`config.mk`:
```
export PLATFORM = sky130hd
export DESIGN_NAME = sram_lane_arbiter
export DESIGN_NICKNAME = d
export VERILOG_FILES = /design/src/rtl/sram_lane_arbiter.sv
export SDC_FILE = /design/constraint.sdc
export NUM_CORES = 1
export LEC_CHECK = 0
export ABC_AREA = 0
export CORE_ASPECT_RATIO = 1.5
export CORE_MARGIN = 2
export CORE_UTILIZATION = 26
export CTS_BUF_LIST = sky130_fd_sc_hd__clkbuf_8
export DETAILED_ROUTE_END_ITERATION = 7
export MAX_ROUTING_LAYER = met4
export SLEW_MARGIN = 20
export SYNTH_ARGS = -nofsm -noshare
export SYNTH_HDL_FRONTEND = slang
export SYNTH_SLANG_ARGS = --single-unit
```
`constraint.sdc`:
```
create_clock -name clk -period 1.85 [get_ports clk]
set_input_delay 0.37 -clock clk [delete_from_list [all_inputs] [get_ports clk]]
set_output_delay 0.37 -clock clk [all_outputs]
set_load 0.02 [all_outputs]
```
`src/rtl/sram_lane_arbiter.sv`:
```
// sram_lane_arbiter: builds one DATA_W-wide word memory from DATA_W/8
// byte-wide single-port SRAM macros on a shared address bus. Two requesters
// (CPU and Wishbone-side loader/debug path) share it through a fixed-latency
// req/ack handshake with per-byte write enables.
//
// Ports:
//   clk, rst_n                 clock, asynchronous active-low reset
//   cpu_req/we/addr/wdata/be   CPU command (req held until cpu_ack)
//   cpu_rdata, cpu_ack         CPU read data, one-cycle completion pulse
//   wb_req/we/addr/wdata/be    Wishbone-side command, same meaning
//   wb_rdata, wb_ack           Wishbone-side read data, completion pulse
//   mem_csb                    per-macro chip select, active low
//   mem_web                    shared write enable, active low
//   mem_addr, mem_din          shared macro address, lane-sliced write data
//   mem_dout                   macro read data, valid the cycle after access
//   busy                       high whenever the FSM is not in IDLE
module sram_lane_arbiter #(
  parameter int DATA_W   = 16,
  parameter int ADDR_W   = 10,
  parameter int ARB_MODE = 1
) (
  input  logic                   clk,
  input  logic                   rst_n,
  input  logic                   cpu_req,
  input  logic                   cpu_we,
  input  logic [ADDR_W-1:0]      cpu_addr,
  input  logic [DATA_W-1:0]      cpu_wdata,
  input  logic [DATA_W/8-1:0]    cpu_be,
  output logic [DATA_W-1:0]      cpu_rdata,
  output logic                   cpu_ack,
  input  logic                   wb_req,
  input  logic                   wb_we,
  input  logic [ADDR_W-1:0]      wb_addr,
  input  logic [DATA_W-1:0]      wb_wdata,
  input  logic [DATA_W/8-1:0]    wb_be,
  output logic [DATA_W-1:0]      wb_rdata,
  output logic                   wb_ack,
  output logic [DATA_W/8-1:0]    mem_csb,
  output logic                   mem_web,
  output logic [ADDR_W-1:0]      mem_addr,
  output logic [DATA_W-1:0]      mem_din,
  input  logic [DATA_W-1:0]      mem_dout,
  output logic                   busy
);

  localparam int LANES = DATA_W / 8;

  typedef enum logic [1:0] {IDLE, ACCESS, DONE} state_t;

  state_t              state, state_nxt;
  logic                cmd_we;
  logic [ADDR_W-1:0]   cmd_addr;
  logic [DATA_W-1:0]   cmd_wdata;
  logic [LANES-1:0]    cmd_be;
  logic                grant_wb;   // 1 = current transaction belongs to WB
  logic                last_wb;    // round-robin pointer: 1 = WB granted last
  logic                pick_wb;
  logic                any_req;
  logic                rd_done;
  logic [DATA_W-1:0]   cpu_rdata_q, wb_rdata_q;

  assign any_req = cpu_req | wb_req;

  always_comb begin
    pick_wb = wb_req;
    if (ARB_MODE == 0) begin
      pick_wb = ~cpu_req;
    end else if (cpu_req && wb_req) begin
      pick_wb = ~last_wb;
    end
  end

  always_ff @(posedge clk or negedge rst_n) begin
    if (!rst_n) begin
      state <= IDLE;
    end else begin
      state <= state_nxt;
    end
  end

  always_comb begin
    state_nxt = state;
    mem_csb   = '1;
    mem_web   = 1'b1;
    case (state)
      IDLE:   if (any_req) state_nxt = ACCESS;
      ACCESS: begin
        state_nxt = DONE;
        if (cmd_we) begin
          mem_web = 1'b0;
          mem_csb = ~cmd_be;
        end else begin
          mem_csb = '0;
        end
      end
      DONE:   state_nxt = IDLE;
      default: state_nxt = IDLE;
    endcase
  end

  always_ff @(posedge clk or negedge rst_n) begin
    if (!rst_n) begin
      cmd_we      <= 1'b0;
      cmd_addr    <= '0;
      cmd_wdata   <= '0;
      cmd_be      <= '0;
      grant_wb    <= 1'b0;
      last_wb     <= 1'b1;
      cpu_rdata_q <= '0;
      wb_rdata_q  <= '0;
    end else begin
      if (state == IDLE && any_req) begin
        grant_wb  <= pick_wb;
        cmd_we    <= pick_wb ? wb_we    : cpu_we;
        cmd_addr  <= pick_wb ? wb_addr  : cpu_addr;
        cmd_wdata <= pick_wb ? wb_wdata : cpu_wdata;
        cmd_be    <= pick_wb ? wb_be    : cpu_be;
      end
      if (state == DONE) begin
        last_wb <= grant_wb;
        if (!cmd_we) begin
          if (grant_wb) wb_rdata_q  <= mem_dout;
          else          cpu_rdata_q <= mem_dout;
        end
      end
    end
  end

  // The macro's read data only appears during DONE, yet rdata must be valid
  // alongside ack; the DONE cycle forwards mem_dout, the register holds it after.
  assign rd_done   = (state == DONE) && !cmd_we;
  assign cpu_rdata = (rd_done && !grant_wb) ? mem_dout : cpu_rdata_q;
  assign wb_rdata  = (rd_done &&  grant_wb) ? mem_dout : wb_rdata_q;

  assign cpu_ack  = (state == DONE) && !grant_wb;
  assign wb_ack   = (state == DONE) &&  grant_wb;
  assign mem_addr = cmd_addr;
  assign mem_din  = cmd_wdata;
  assign busy     = (state != IDLE);

endmodule

```
# Word-level counts from Yosys, hierarchy flattened
# Index checks and enable logic that the tools add are counted.
dict set report word_totals {
  ff_bits 65
  latch_bits 0
  ram_bits 0
  mem_bits_ro 0
  in_bits 78
  output_inout_bits 64
  word_cells 43
  n_memories 0
}
dict set report classes {
  addsub 0
  n_mul 0
  div 0
  magnitude_cmp 0
  n_eq_ne 3
  n_shift 0
  mux 13
  bitwise_logic 5
  reduce_logical 13
}
# cell n
set ops {}
lappend ops {{2-to-1 mux 16 bit} 3}
lappend ops {{2-to-1 mux 10 bit} 1}
lappend ops {{2-to-1 mux 2 bit} 4}
lappend ops {{logical AND 1 bit} 7}
lappend ops {{AND reduction 3 bit} 2}
lappend ops {{2-to-1 mux 1 bit} 4}
lappend ops {{case mux 2 bit (2 select lines)} 1}
lappend ops {{NOT 1 bit} 3}
lappend ops {{== test 2 x 1 -> 1 bit, second input constant} 1}
lappend ops {{== test 2 bit, second input constant} 1}
lappend ops {{zero test 1 bit} 2}
lappend ops {{zero test 2 bit} 1}
lappend ops {{inequality test 2 bit, second input constant} 1}
lappend ops {{NOT 2 bit} 1}
lappend ops {{nonzero test 2 bit} 1}
lappend ops {{bitwise OR 1 bit} 1}

# Logic depth before layout (Yosys ltp)
# Gate-level depths: netlist of run 1.
dict set report depth {
  ltp_word 4
  ltp_mapped 4
  depth_no_buf 3
}

# Least setup slack after synthesis of run 1
# Ideal clock, no wire load.
dict set report synth_timing {
  path_kind {flip-flop to output port}
  startpoint {reg state[0]}
  endpoint {out cpu_rdata[7]}
  t_arrival_ns 1.415
  required_ns 1.480
  path_slack_ns 0.065
  stages_incl_launch_ff 5
  cell_sequence {dfrtp_1 > nand2b_1 > nor3_2 > buf_4 > mux2_1}
}
dict set report synth_via {
  elab_chain_len 4
}
# element line_no
set synth_rtl {}
lappend synth_rtl {{from (decl)} 50} ;# state_t state, state_nxt;
lappend synth_rtl {{from (signal assigned)} 77} ;# state <= state_nxt;
lappend synth_rtl {{== test 2 bit} 131} ;# assign rd_done = (state == DONE) && !cmd_we;
lappend synth_rtl {{logical AND 1 bit} 131}
lappend synth_rtl {{logical AND 1 bit} 132} ;# assign cpu_rdata = (rd_done && !grant_wb) ? mem_dout : cpu_rdata_q;
lappend synth_rtl {{2-to-1 mux 16 bit} 132}
lappend synth_rtl {{to (decl)} 29} ;# output logic [DATA_W-1:0] cpu_rdata,
# No other way between the ends.

# Final worst setup path of run 1
dict set report layout_timing {
  startpoint {reg state[0]}
  endpoint {out wb_rdata[9]}
}
dict set report layout_via {
  elab_chain_len 4
}
# element line_no
set layout_rtl {}
lappend layout_rtl {{== test 2 bit} 131}
lappend layout_rtl {{logical AND 1 bit} 131}
lappend layout_rtl {{logical AND 1 bit} 133} ;# assign wb_rdata = (rd_done && grant_wb) ? mem_dout : wb_rdata_q;
lappend layout_rtl {{2-to-1 mux 16 bit} 133}
lappend layout_rtl {{to (decl)} 36} ;# output logic [DATA_W-1:0] wb_rdata,
# No other way between the ends.

==> run metrics, run 1 <==
Layout area overhead=71.9%; Worst EP arrival=1.79 ns; Netlist Area Pre-Place=3310 um2; initial antenna violation count=0; die area=13700 um2; register bit total from synthesis=65; Max Cap Viol=0; Worst setup EP type=output port; fin area=5690 um2; n_diodes=0; worst slew pin tran=0.575 ns; leak pwr=2.57 nW; crit path max fanout=7; gr usage total=13.6%; peak supply drop=593 uV; clk sink count=65; Die Width=96.1 um; drt drc=0; hpwl dp=5.83 mm; row count=50; setup tns final=-8.40 ns; status=finished, violations left; pre-CTS setup slack=-0.382 ns; CTS tree=done; maximum clock insertion buffer count=2; Worst R2R Path Depth=8; initial core utilization=26.6%; max_slew headroom=61.6%; reg-to-reg slack, setup=0.09 ns; H-tree depth=3; Mean Syn Cell Area=15.2 um2; Clock Latency Late Sink=0.34 ns; largest net degree at the start of global routing=30; total wire length=8.98 mm; number of routed nets with antenna violations=0; Clock Skew=0.00701 ns; RSZ-0062 raised after global routing=true; WS Path Type=register to output port; most frequent cells in the layout=102 x clkdlybuf4s50_1, 63 x dfrtp_1, 60 x mux2_4, 60 x mux2_2, 40 x buf_4; worst r2r src=state[0]$_DFFE_PN0P_; Hold Path Class=input port to async pin; Worst Path Required=1.48 ns; Clk pin slew, worst setup/hold paths=0.07 ns; Final WS setup=-0.308 ns; CP Launch Type=register; GP Congestion=0.674; vias=2514; Area after DPL=5160 um2; Slew Limit Fails=0; clock root cell=clkbuf_8; Final Hold Fails=0; DR pass1 iterations=4; TritonCTS Buffers=9; Distinct cells, synth=21; synth warn=0; Final Util=45.7%; grt total ovfl=0; Fmax=0.463 GHz; DR vias/cell=4.42; share of cells above drive strength 1=56.7%; first-pass GRT wire length=13.7 mm; commonest non-fill, non-tap cell in the layout=clkdlybuf4s50_1; Reg-to-Reg End=cpu_rdata_q[5]$_DFFE_PN0P_; final period demand of the worst path=2.16 ns; IO Port Bufs=141; Power Total=9.28 mW; number of instances in the placed design=540; violated checks=negative setup slack; synthesized netlist cell count=218; Die H=142 um; syn nets=296; vias in the first global route=2782; Tcrit/Tclk final=117%; Final setup viols=32; # hold bufs at CTS=0; DR WL/cell=15.8 um; total core area=12400 um2; fin nets=487; detailed router's first-iteration violation count=56; Hold WS=0.0288 ns; final cell count without fillers=569; sequential share of the synthesized area=49.2%; Cell Pwr Density=1630 nW/um2; I/O pin count=142
[how the worst max path moves through the flow]
stage                                    start           end  slack (ns)
after floorplan           state[0]$_DFFE_PN0P_  cpu_rdata[7]        0.07
after global placement    state[0]$_DFFE_PN0P_  cpu_rdata[4]       -0.35
after detailed placement  state[0]$_DFFE_PN0P_  cpu_rdata[7]       -0.38
after CTS                 state[0]$_DFFE_PN0P_  cpu_rdata[1]       -0.42
after global routing      state[0]$_DFFE_PN0P_  wb_rdata[12]       -0.41
final                     state[0]$_DFFE_PN0P_   wb_rdata[9]       -0.31
[logic make-up (layout without fill, tap and decap cells)]
family	count (synthesis)	after routing	share of synthesized area, %
buffers and inverters	16	210	3.29
DFF	65	65	49.2
AOI/OAI and AO/OA	5	6	1.21
muxes	122	122	44.6
and+or+nand+nor	10	10	1.66
[report_power, final]
part           total [mW]  internal (mW)  switching [mW]
Sequential           2.57           2.16           0.408
Combinational        5.51           3.22            2.29
Clock                1.20          0.679           0.525
Total                9.28           6.06            3.22
[timing repair]
item | 4_1_cts | 5_1_grt
setup endpoints to repair | 38 | 41
gates resized for setup | 236 | 27
setup buffers | 10 | 2
pin swaps | 2 | 2
gates cloned | 4 | 1
[synthesized netlist by cell type, drive strengths merged]
cell type	number	share of area [%]
inv	4	0.45
o21ai	3	0.45
nor3	1	0.30
mux2i	2	0.61
dfstp	1	0.79
dfrtp	64	48
buf	12	2.8
nor2b	1	0.19
o2bb2ai	1	0.26
nand2b	1	0.19
nor2	3	0.42
a21bo	1	0.49
nand2	3	0.34
nand3b	1	0.23
mux2	120	44
[registers in the layout (all words and copies together) (netlist names)]
name         count
cmd_we           1
cpu_rdata_q     16
mem_addr        10
state            2
mem_din         16
cmd_be           2
wb_rdata_q      16
last_wb          1
grant_wb         1
[layer usage]
| layer | GRT usage (%) | routed length [um] | up-vias |
|---|---|---|---|
| li1 | - | - | 1160 |
| met1 | 14.3 | 3330 | 1258 |
| met2 | 24.1 | 5080 | 89 |
| met3 | 3.07 | 482 | 7 |
| met4 | 5.19 | 95 | 0 |
| met5 | - | 0 | - |
[cell type report]
cell class	count	area [um2]
Sequential cell	65	1630
Timing Repair Buffer	191	1920
Tap cell	156	195
Clock inverter	4	43.8
Multi-Input combinational cell	138	1730
Fill cell	1137	6760
Inverter	4	15.0
Clock buffer	11	151
[worst max-delay path: stages (launching register included)]
cell and delay (ns):
dfrtp_1 0.39, nand3b_1 0.22, nor2_4 0.13, buf_6 0.14, buf_12 0.14, mux2_4 0.31, buf_6 0.13
Note: power is estimated with default switching activity, not from simulation.
==> run 2, diff against run 1 <==
Settings changed: CORE_ASPECT_RATIO 1.5 to 0.5, GPL_TIMING_DRIVEN set to 1.
==> run metrics, run 2 (synthesized netlist as in run 1, its figures left out) <==
initial antenna violation count=0 (unchanged); die area=13700 um2 (about the same); Area after DPL=5210 um2 (was 5160 um2); slowest stage cell on the critical path=dfrtp_1 (unchanged); largest net degree at the start of global routing=22 (was 30); GP Congestion=0.681 (was 0.674); number of routed nets with antenna violations=0 (unchanged); H-tree depth=3 (unchanged); CP peak stage delay=0.39 ns (about the same); most frequent CP cell=buf_6 (unchanged); Register Area=1630 um2 (unchanged); critical-path cell list=nand3b_1 > nor2_4 > buf_6 > clkbuf_16 > mux2_4 > buf_6 (was nand3b_1 > nor2_4 > buf_6 > buf_12 > mux2_4 > buf_6); WS Path Type=register to output port (unchanged); final period demand of the worst path=2.19 ns (was 2.16 ns); Cell Pwr Density=1640 nW/um2 (was 1630 nW/um2); status=finished, violations left (unchanged); filler instances=1195 (was 1137); hpwl dp=5.86 mm (was 5.83 mm); Die H=83.8 um (was 142 um); initial core utilization=26.4% (was 26.6%); fin area=5810 um2 (was 5690 um2); leak pwr=2.60 nW (was 2.57 nW); detailed router's first-iteration violation count=34 (was 56); commonest non-fill, non-tap cell in the layout=clkdlybuf4s50_1 (unchanged); Final Hold Fails=0 (unchanged); Worst Path Required=1.48 ns (about the same); Hold Path Class=register to register (was input port to async pin); area occupied by multi-input gates=1740 um2 (was 1730 um2); violated checks=negative setup slack (unchanged); vias=2487 (was 2514); Final Util=46.2% (was 45.7%); Max Cap Viol=0 (unchanged); clk sink count=65 (unchanged); first-pass GRT wire length=14.0 mm (was 13.7 mm); I/O pin count=142 (unchanged); crit path max fanout=6 (was 7); RSZ-0062 raised after global routing=true (unchanged); total wire length=8.99 mm (was 8.98 mm); vias in the first global route=2694 (was 2782); n_diodes=0 (unchanged); Slew Limit Fails=0 (unchanged); CTS tree=done (unchanged); DR WL/cell=15.3 um (was 15.8 um); Fmax=0.456 GHz (was 0.463 GHz); max_slew headroom=64.9% (was 61.6%); CP delay by family, top=buffers and inverters (unchanged); Layout area overhead=75.5% (was 71.9%); peak supply drop=689 uV (was 593 uV); worst slew pin tran=0.527 ns (was 0.575 ns); Tcrit/Tclk final=118% (was 117%); gr usage total=13.7% (was 13.6%); most frequent cells in the layout=102 x clkdlybuf4s50_1, 63 x dfrtp_1, 60 x mux2_4, 60 x mux2_2, 45 x buf_4 (was 102 x clkdlybuf4s50_1, 63 x dfrtp_1, 60 x mux2_4, 60 x mux2_2, 40 x buf_4); Buf+Inv Stages, Crit Path=3 (unchanged); IO Port Bufs=141 (unchanged); Clock Latency Late Sink=0.34 ns (about the same); clock root cell=clkbuf_8 (unchanged); Final setup viols=32 (unchanged); Worst setup EP type=output port (unchanged); DR vias/cell=4.22 (was 4.42); maximum clock insertion buffer count=2 (unchanged); DR pass1 iterations=2 (was 4); Die Width=164 um (was 96.1 um); Final WS setup=-0.342 ns (was -0.308 ns); share of cells above drive strength 1=57.5% (was 56.7%); row count=29 (was 50); TritonCTS Buffers=9 (unchanged); CP Launch Type=register (unchanged); fin nets=492 (was 487); Worst EP arrival=1.82 ns (was 1.79 ns); Clk pin slew, worst setup/hold paths=0.08 ns (was 0.07 ns); total core area=12600 um2 (was 12400 um2); drt drc=0 (unchanged); grt total ovfl=0 (unchanged); Clock Skew=0.00694 ns (was 0.00701 ns)
==> run 2: metal layers <==
metal	global-route usage [%]	vias to the layer above	routed length, um
li1	-	1182	-
met1	16.2	1225	3890
met2	23.0	68	4540
met3	4.27	12	418
met4	3.43	0	140
met5	-	-	0
==> run 2: repair_timing <==
action	in CTS	in global routing
resized for setup	183	88
buffers inserted	9	2
hold buffers	1	0
endpoints found under the setup margin	66	45
cloned	3	2
hold endpoints to repair	15	0
pin swaps	3	3
==> run 2: final cells by class <==
type / count / share of cell area [%]
Inverter: 4 / 0.259
Clock buffer: 9 / 2.13
Clock inverter: 7 / 1.64
Timing Repair Buffer: 196 / 34.2
Sequential cell: 65 / 28.1
Tap cell: 170 / 3.66
Multi-Input combinational cell: 138 / 30.0
==> run 2: metrics by stage <==
step	setup TNS [ns]	std cells	hold WS (ns)	power (mW)	setup WS [ns]
floorplan	0	218	0.0744	5.25	0.0651
global placement	-19.74	558	0.374	7.53	-0.354
detailed placement	-20.45	558	0.376	7.56	-0.364
CTS	-12.65	587	0.508	8.94	-0.438
global route	-12.02	589	0.524	10.1	-0.422
finish	-9.53	589	0.503	9.52	-0.342
==> run 2: where the power goes <==
part | switching (mW) | total, mW | internal, mW
sequential | 0.412 | 2.57 | 2.16
combinational | 2.31 | 5.61 | 3.30
clock | 0.588 | 1.35 | 0.758
total | 3.31 | 9.52 | 6.22
==> run 2: worst reg2reg max path, delay by kind of cell (launching register included) <==
kind                   cells  cell delay, ns
and+or+nand+nor            2            0.30
buffers and inverters      4            0.64
muxes                      1            0.35
DFF                        1            0.39
==> run 2: worst paths after layout <==
check	start	to	slack, ns	cells past startpoint
setup / recovery	state[0]$_DFFE_PN0P_	wb_rdata[3]	-0.34	6
hold / removal	cmd_be[0]$_DFFE_PN0P_	cmd_be[0]$_DFFE_PN0P_	0.50	1
setup reg to reg	state[0]$_DFFE_PN0P_	cpu_rdata_q[9]$_DFFE_PN0P_	0.06	7
hold reg to reg	cmd_be[0]$_DFFE_PN0P_	cmd_be[0]$_DFFE_PN0P_	0.50	1
max in group asynchronous	rst_n	mem_addr[7]$_DFFE_PN0P_	0.78	3
min in group asynchronous	rst_n	cpu_rdata_q[3]$_DFFE_PN0P_	0.53	2
==> run 3, diff against run 2 <==
Settings changed: ABC_CLOCK_PERIOD_IN_PS set to 1850.
==> results of run 3 <==
No change in the layout: final DEF, timing and power equal those of run 2.
